**src/rtl/md_tim_wr_capture.sv**
```systemverilog
// rtl/md_tim_wr_capture.sv - MD bus write capture: strobe sync, glitch filter, A130xx window qualify, FWFT write queue
module md_tim_wr_capture #(
    parameter int          FILTER_LEN = 2,
    parameter int          FIFO_DEPTH = 4,
    parameter logic [15:0] ADDR_BASE  = 16'hA130
) (
    input  logic        i_clk,
    input  logic        i_rst,
    input  logic [23:1] i_md_a,
    input  logic [15:0] i_md_d,
    input  logic        i_md_asn,
    input  logic        i_md_weln,
    input  logic        i_md_wehn,
    output logic        o_wr_valid,
    input  logic        i_wr_ready,
    output logic [6:0]  o_wr_addr,
    output logic [15:0] o_wr_data,
    output logic [1:0]  o_wr_be,
    output logic        o_ovf,
    input  logic        i_ovf_clr
);
    localparam int PW = $clog2(FIFO_DEPTH);
    localparam int CW = PW + 1;
    localparam int EW = 25;

    typedef enum logic [1:0] {S_IDLE, S_COUNT, S_WAIT_REL} state_t;

    logic [1:0]  r_asn_s, r_weln_s, r_wehn_s;
    logic [23:1] r_a_s1, r_a_s2;
    logic [15:0] r_d_s1, r_d_s2;

    always_ff @(posedge i_clk) begin
        if (i_rst) begin
            r_asn_s  <= 2'b11;
            r_weln_s <= 2'b11;
            r_wehn_s <= 2'b11;
            r_a_s1   <= '0;
            r_a_s2   <= '0;
            r_d_s1   <= '0;
            r_d_s2   <= '0;
        end else begin
            r_asn_s  <= {r_asn_s[0], i_md_asn};
            r_weln_s <= {r_weln_s[0], i_md_weln};
            r_wehn_s <= {r_wehn_s[0], i_md_wehn};
            r_a_s1   <= i_md_a;
            r_a_s2   <= r_a_s1;
            r_d_s1   <= i_md_d;
            r_d_s2   <= r_d_s1;
        end
    end

    logic w_act;
    assign w_act = !r_asn_s[1] && (!r_weln_s[1] || !r_wehn_s[1]) && (r_a_s2[23:8] == ADDR_BASE);

    state_t     r_state;
    logic [3:0] r_cnt;
    logic [1:0] r_prime;
    logic       w_push;

    // Push fires on the edge the filter count completes, so the FIFO captures the same edge.
    assign w_push = w_act && (((r_state == S_IDLE) && (FILTER_LEN == 1)) ||
                              ((r_state == S_COUNT) && (r_cnt == 4'(FILTER_LEN - 1))));

    // r_prime keeps WAIT_REL from trusting the sync flops' reset values, so a strobe
    // held through reset release is only seen once it has truly propagated.
    always_ff @(posedge i_clk) begin
        if (i_rst) begin
            r_state <= S_WAIT_REL;
            r_cnt   <= '0;
            r_prime <= '0;
        end else begin
            r_prime <= {r_prime[0], 1'b1};
            case (r_state)
                S_IDLE: begin
                    if (w_act) begin
                        if (FILTER_LEN == 1) begin
                            r_state <= S_WAIT_REL;
                            r_cnt   <= '0;
                        end else begin
                            r_state <= S_COUNT;
                            r_cnt   <= 4'd1;
                        end
                    end
                end
                S_COUNT: begin
                    if (!w_act) begin
                        r_state <= S_IDLE;
                        r_cnt   <= '0;
                    end else if (r_cnt == 4'(FILTER_LEN - 1)) begin
                        r_state <= S_WAIT_REL;
                        r_cnt   <= '0;
                    end else begin
                        r_cnt <= r_cnt + 4'd1;
                    end
                end
                S_WAIT_REL: begin
                    if (r_prime[1] && !w_act) r_state <= S_IDLE;
                end
                default: r_state <= S_WAIT_REL;
            endcase
        end
    end

    logic [EW-1:0] r_mem [FIFO_DEPTH];
    logic [PW-1:0] r_wp, r_rp;
    logic [CW-1:0] r_count;
    logic          r_ovf;
    logic          w_full, w_empty, w_pop, w_wr, w_drop;
    logic [EW-1:0] w_entry;

    assign w_entry = {~r_wehn_s[1], ~r_weln_s[1], r_a_s2[7:1], r_d_s2};
    assign w_empty = (r_count == '0);
    assign w_full  = (r_count == CW'(FIFO_DEPTH));
    assign w_pop   = !w_empty && i_wr_ready;
    assign w_wr    = w_push && (!w_full || w_pop);
    assign w_drop  = w_push && w_full && !w_pop;

    always_ff @(posedge i_clk) begin
        if (i_rst) begin
            r_wp    <= '0;
            r_rp    <= '0;
            r_count <= '0;
            r_ovf   <= 1'b0;
            for (int i = 0; i < FIFO_DEPTH; i++) r_mem[i] <= '0;
        end else begin
            if (w_wr) begin
                r_mem[r_wp] <= w_entry;
                r_wp        <= r_wp + PW'(1);
            end
            if (w_pop) r_rp <= r_rp + PW'(1);
            case ({w_wr, w_pop})
                2'b10:   r_count <= r_count + CW'(1);
                2'b01:   r_count <= r_count - CW'(1);
                default: r_count <= r_count;
            endcase
            if (w_drop)         r_ovf <= 1'b1;
            else if (i_ovf_clr) r_ovf <= 1'b0;
        end
    end

    assign o_wr_valid = !w_empty;
    assign {o_wr_be, o_wr_addr, o_wr_data} = r_mem[r_rp];
    assign o_ovf = r_ovf;
endmodule
```
**config.mk**
```make
export PLATFORM = sky130hd
export DESIGN_NAME = md_tim_wr_capture
export DESIGN_NICKNAME = d
export VERILOG_FILES = /design/src/rtl/md_tim_wr_capture.sv
export SDC_FILE = /design/constraint.sdc
export NUM_CORES = 1
export LEC_CHECK = 0
export BUFFER_PORTS_ARGS = -buffer_cell sky130_fd_sc_hd__clkbuf_2
export CAP_MARGIN = 15
export CORE_UTILIZATION = 45
export DETAILED_ROUTE_END_ITERATION = 8
export PLACE_DENSITY = 0.66
export SYNTH_ARGS = -nofsm -noshare
export SYNTH_HDL_FRONTEND = slang
export SYNTH_SLANG_ARGS = --single-unit
```
**constraint.sdc**
```tcl
create_clock -name i_clk -period 3.77 [get_ports i_clk]
set_input_delay 0.1885 -clock i_clk [delete_from_list [all_inputs] [get_ports i_clk]]
set_output_delay 0.1885 -clock i_clk [all_outputs]
set_load 0.05 [all_outputs]
```
==> results of run 1 <==
==> cells by family after synthesis <==
kind of cell | count (synthesis) | share of synthesized area [%]
AND/OR/NAND/NOR | 244 | 20.23
multiplexers | 29 | 8.087
adder cells (fa/ha/maj) | 1 | 0.2673
flip-flops | 202 | 67.37
XOR/XNOR | 4 | 0.4679
buffers and inverters | 38 | 2.272
AO/OA/AOI/OAI | 15 | 1.303
==> worst min-delay path: cells and delay by family <==
family                 cells  cell delay (ns)
AOI/OAI and AO/OA          1             0.07
buffers and inverters      1             0.09
and+or+nand+nor            3             0.27
==> Yosys cell counts, drive strengths merged <==
library cell	count
a211oi	1
a21oi	5
and2	71
and3	26
buf	7
clkbuf	23
clkinv	1
dfxtp	102
edfxtp	100
fa	1
inv	7
mux2	2
mux2i	2
mux4	25
nand2	13
nand2b	1
nand3	1
nand3b	2
nand4	2
nor2	14
nor2b	86
nor3	5
nor3b	1
nor4	3
nor4b	3
o21a	1
o21ai	3
o22ai	1
o311a	1
o32ai	3
or2	8
or3	3
or3b	3
or4b	1
or4bb	1
xnor2	3
xor2	1
==> through the flow <==
stage,cells,area (um^2),setup slack (ns)
after floorplan,533,7488,1.064
final,884,9210,0.8019
after global routing,884,9210,0.6165
after detailed placement,799,8055,0.8076
after global placement,799,8055,0.9169
after CTS,884,9210,0.7984
==> state kept, by name, summed over array words and instances, names as in the netlist, named ones only <==
name	cells
r_asn_s	2
r_cnt	4
o_ovf	1
r_a_s1	23
r_weln_s	2
r_wehn_s	2
r_prime	2
r_rp	2
r_count	3
r_a_s2	23
r_d_s1	16
r_mem	100
r_wp	2
r_state	2
r_d_s2	16
==> final cells by class <==
type                            count  area (um^2)
Clock buffer                       36        675.6
Clock inverter                      3        18.77
Fill cell                        1272         6848
Inverter                            8        30.03
Multi-Input combinational cell    293         2273
Sequential cell                   202         5046
Tap cell                          216        270.3
Timing Repair Buffer              126        895.9
==> layout by cell type, fill, tap and decap left out, types with 5 or more instances in the layout <==
cell type / instances
dfxtp_1: 101
clkbuf_1: 9
dlygate4sd3_1: 46
nor3_1: 5
nor2b_1: 86
nand2_1: 13
clkbuf_2: 71
clkbuf_16: 24
edfxtp_1: 100
nor2_1: 14
inv_1: 7
or2_2: 8
a21oi_1: 5
and3_1: 25
buf_4: 8
mux4_2: 25
and2_1: 71
==> timing repair <==
action | 4_1_cts | 5_1_grt
buffers inserted | 0 | 0
gates resized for setup | 0 | 0
endpoints found under the hold margin | 47 | 0
hold buffers | 46 | 0
setup endpoints to repair | 0 | 0
==> final timing paths <==
check / cells past startpoint / end / start / slack [ns]
max: 6 / r_mem[3][18] / r_cnt[0] / 0.80
min: 5 / o_ovf / i_wr_ready / 0.18
max reg2reg: 6 / r_mem[3][18] / r_cnt[0] / 0.80
min reg2reg: 1 / r_asn_s[1] / r_asn_s[0] / 0.41
==> metal layers <==
| metal | global-route usage [%] | vias up |
|---|---|---|
| met4 | 5.612 | 0 |
| met1 | 20.74 | 2071 |
| met3 | 3.217 | 33 |
| li1 | - | 2094 |
| met5 | 0 | - |
| met2 | 29.85 | 140 |
==> power groups by stage <==
stage / clock network (mW) / logic (mW) / registers [mW]
after floorplan: 0 / 0.489 / 2.47
after global placement: 0 / 0.585 / 2.52
after detailed placement: 0 / 0.595 / 2.52
after CTS: 2.07 / 0.634 / 2.48
after global routing: 2.15 / 0.666 / 2.49
final: 2.01 / 0.626 / 2.47
==> impl_metrics.ini, run 1 <==
[outcome]
outcome = finished clean

[synth]
yosys_warnings = 0
synth_seq_cells = 202
syn_avg_cell_area_um2 = 14.05
ys_seq_area_share_pct = 67.37
synth.area.top_cells = edfxtp_1, dfxtp_1, mux4_2
synth_top_area_share_pct = 40.10
yosys.cell_types.count = 46
synthesis.area_um2 = 7488
syn-num-nets = 580
yosysTopAreaCell = edfxtp_1
syn_inst = 533

[timing]
clock.fmax_mhz = 336.9
finClkSkew_ns = 0.01172
min_period_ns = 2.968
finalHoldViolCount = 0
holdWs_ns = 0.1847
drv_slew = 0
fin_setup_tns_ns = 0
rsz0062_at_grt = no
slew_headroom_pct = 38.69
tightest_slew_ns = 0.9197
fin_crit_sh_pct = 78.73
setup_viol = 0

[place]
io_buffers = 72
place.gp.congestion = 0.8014
dp_hpwl_um = 7773

[clock_network]
cts_max_level = 1
cts_num_sinks = 202
root_buffer = clkbuf_16
cts_buffers = 22
clkLatencyLatePin_ns = 0.49
cts_tree = built
clkSlewWorstSetupHoldPaths_ns = 0.05
clk_path_buf_depth = 3

[drt]
vias_per_cell = 4.907
wl_met1_um = 5520
antenna_left = 0
drc_errors = 0
met3_length_um = 797
top_layer = met4
drt_iter0_markers = 262
wl_met2_um = 6911
drt-total-wl_um = 13490
avgRoutedWirePerCell_um = 15.26
dr.pass1.iters = 5
vias = 4338

[power]
p_clk_share_pct = 39.3
switching_share_pct = 24.31
power.internal_mw = 3.862
p_leak_nw = 3.589
p_comb_share_pct = 12.3
powerDensity_nw_per_um2 = 554.1
vdd_drop_max_mv = 0.3105
seq_power_share_pct = 48.4
p_sw_mw = 1.241
total_power_mw = 5.103

[critical_path]
cp_cell_sequence = or3b_4 > or3b_1 > nor4_1 > nand2_1 > nand2_1 > buf_12
critPathCaptureType = flip-flop
crit_path_frequent_cell = nand2_1
start_kind = flip-flop
crit_arrival_ns = 3.17
critPathRequiredTime_ns = 3.97
crit_path_max_fanout = 15
timing_worst_setup_path_type = reg2reg
path_buf_inv = 1
slowest_stage = or3b_1
critPathMaxStageDelay_ns = 0.54
crit_family = simple AND/OR/NAND/NOR gates

[global_routing]
antenna_found_initial = 0
grt_overflow = 0
grt_first_pass_wirelength_um = 21990
grt_use_total_pct = 16.87
grt_max_degree = 95
grt_pass1_vias = 4375

[floorplan]
die_height_um = 131
ioPinCount = 73
initial_core_util_pct = 46.63
core_area_um2 = 16060
die_area_um2 = 17160
fp.dieW_um = 131
rows = 46

[job]
maxCapViolations = 0

[layout]
syn_to_final_growth_pct = 22.99
drive_above_1_share_pct = 23.05
antennaDiodeCount = 0
fin_util_pct = 57.36
fin_nets = 700

[min_path]
hold_path.class = in2reg
Note: power is estimated with default switching activity, not from simulation.
==> inputs of run 2 (changes only) <==
ABC_AREA = 1   (was unset)
clock period = 3 ns   (was 3.77 ns; I/O delays follow)
==> run 2 against run 1 <==
Net effect: die area rose by 5.0%; first-iteration DRC count rose by 29%; global-route usage rose by 1.8 points; sequential share of layout area fell by 2.1 points; total power rose by 38%; largest power group unchanged; via count rose by 24%; worst hold slack got worse by 0.072 ns.
==> impl_metrics.ini, run 2 <==
[layout]
final_common_cell = nor2_1
multi_input_area_um2 = 2163
regArea_um2 = 5045
fin_cells = 1149
reg_top3 = r_mem (100), r_a_s1 (23), r_a_s2 (23)
syn_to_final_growth_pct = 21.77
fin_nets = 961
largest_reg_flops = 100
fin_util_pct = 56.97
regMostFlops = r_mem
antennaDiodeCount = 0
fill_cells = 1463
drive_above_1_share_pct = 19.59
layout_common_cells = nor2_1, inv_1, dfxtp_1

[timing]
rsz0062_at_grt = no
clock.fmax_mhz = 418.5
setup_viol = 0
tightest_slew_ns = 0.8973
drv_slew = 0
fin_crit_sh_pct = 79.65
fin_setup_tns_ns = 0
slew_headroom_pct = 40.18
min_period_ns = 2.389
finalHoldViolCount = 0
finClkSkew_ns = 0.008374

[synth]
yosys_warnings = 0
synth_seq_cells = 202
synthesis.area_um2 = 7869
synth_async_sr_flop_share_pct = 0
yosys.cell_types.count = 31
syn-num-nets = 844
synth.area.top_cells = edfxtp_1, dfxtp_1, nor2_1
syn_inst = 797
netlist_top_cells_count = nor2_1, inv_1, dfxtp_1
synth.most_common_cell = nor2_1
synth_edf_count = 100
ys_seq_area_share_pct = 64.11
synth_top_area_share_pct = 38.16
syn_avg_cell_area_um2 = 9.873
synth_top_flop_cell = dfxtp_1
yosysTopAreaCell = edfxtp_1

[drt]
avgRoutedWirePerCell_um = 13.90
antenna_left = 0
vias = 5363
drt_iter0_markers = 339
vias_per_cell = 4.668
drt-total-wl_um = 15970
dr.pass1.iters = 4
drc_errors = 0

[floorplan]
die_area_um2 = 18020
initial_core_util_pct = 46.79
fp.dieW_um = 134.2
core_area_um2 = 16820
die_height_um = 134.2
rows = 47
ioPinCount = 73

[global_routing]
grt_pass1_vias = 5246
grt_use_total_pct = 18.65
grt_first_pass_wirelength_um = 26370
grt_max_degree = 90
grt_overflow = 0
antenna_found_initial = 0

[power]
p_comb_share_pct = 21.1
powerDensity_nw_per_um2 = 734.0
power.internal_mw = 4.880
p_leak_nw = 3.773
p_sw_mw = 2.153
vdd_drop_max_mv = 0.4649
seq_power_share_pct = 43.8
switching_share_pct = 30.62
p_clk_share_pct = 35.0

[clock_network]
clk_path_buf_depth = 3
root_buffer = clkbuf_16
cts_buffers = 21
cts_max_level = 1
cts_setup_buffers = 0
cts_tree = built
cts_num_sinks = 202
clkLatencyLatePin_ns = 0.49
clkSlewWorstSetupHoldPaths_ns = 0.06

[critical_path]
cp_cell_sequence = inv_1 > buf_4 > o21ai_0 > o22ai_1 > clkbuf_2
crit_arrival_ns = 2.24
critPathMaxStageDelay_ns = 0.36
timing_worst_setup_path_type = reg2out
critPathCaptureType = output pin
slowest_stage = clkbuf_2
crit_path_max_fanout = 14
start_kind = flip-flop
critPathRequiredTime_ns = 2.85

[min_path]
hold_path.class = in2reg

[place]
io_buffers = 72
dp_hpwl_um = 9344
dp.cells = 1068
place.gp.congestion = 0.7466

[job]
maxCapViolations = 0

[outcome]
outcome = finished clean
## run 2: changes by cell type in the layout (fill, tap and decap cells not counted), moves of 20 or more
cell and change:
nor2_1 +178, o22ai_1 +24, inv_1 +118, mux4_2 -25, nor3_2 +20, and2_1 -71
nor2b_1 -86, o21ai_0 +50, nor3_1 +27, and3_1 -25
## run 2: final timing paths
kind	startpoint	end	depth (start not counted)	slack [ns]
worst max-delay path	flip-flop	o_wr_be[1]	5	0.61
worst min-delay path	i_rst	r_prime[0]	3	0.11
worst max register to register	r_count[0]	r_mem[2][11]	7	0.80
worst min register to register	r_a_s1[10]	r_a_s2[10]	2	0.40
## run 2: what timing repair did
item / CTS / global route
setup endpoints to repair: 0 / 0
resized for setup: 0 / 0
endpoints found under the hold margin: 43 / 0
hold buffers: 43 / 0
## run 2: stage by stage
step	power, mW	hold slack [ns]	worst slack (ns)	area [um^2]
detailed placement	4.592	0.3360	0.8395	8478
global route	7.327	0.1108	0.5306	9582
finish	7.033	0.1123	0.6106	9582
CTS	7.098	0.07207	0.5975	9582
global placement	4.569	0.3378	0.8628	8478
floorplan	4.218	0.2538	-0.5547	7874
## run 2: metal layers
metal,vias up,global-route usage (%),part of all wire (%),wire [um]
met4,0,4.744,0.86,138
met3,12,2.759,4.4,706
met5,-,0,0,0
met1,2425,24.31,46,7351
met2,127,32.50,49,7770
li1,2799,-,-,-
## run 2: power groups by stage
stage          sequential [mW]  combinational [mW]  clock, mW
2_1_floorplan             3.13                1.09          0
3_3_place_gp              3.14                1.43          0
3_5_place_dp              3.14                1.45          0
4_1_cts                   3.08                1.50       2.51
5_1_grt                   3.10                1.60       2.63
6_report                  3.08                1.49       2.46
## run 2: worst max-delay path: cells and delay by family, from the launching register on
kind	cells	cell delay [ns]
buffers and inverters	3	0.99
DFF	1	0.31
AOI/OAI and AO/OA	2	0.46
## run 2: layout make-up
class                   instances  share of cell area (%)
well taps                     220                   2.873
repair buffers                134                   9.741
clock buffers                  33                   6.712
multi-input cells             424                   22.58
flip-flops and latches        202                   52.65
clock inverters                 5                  0.3134
inverters                     131                   5.132
## run 2: cell families (layout without fill, tap and decap cells)
kind of cell    after synthesis  count (layout)  share of synthesized area, %
fa+ha+maj                     1               1                        0.2544
compound gates               94              94                         6.567
buf+inv                     171             303                         8.666
simple gates                329             329                         20.40
flops                       202             202                         64.11
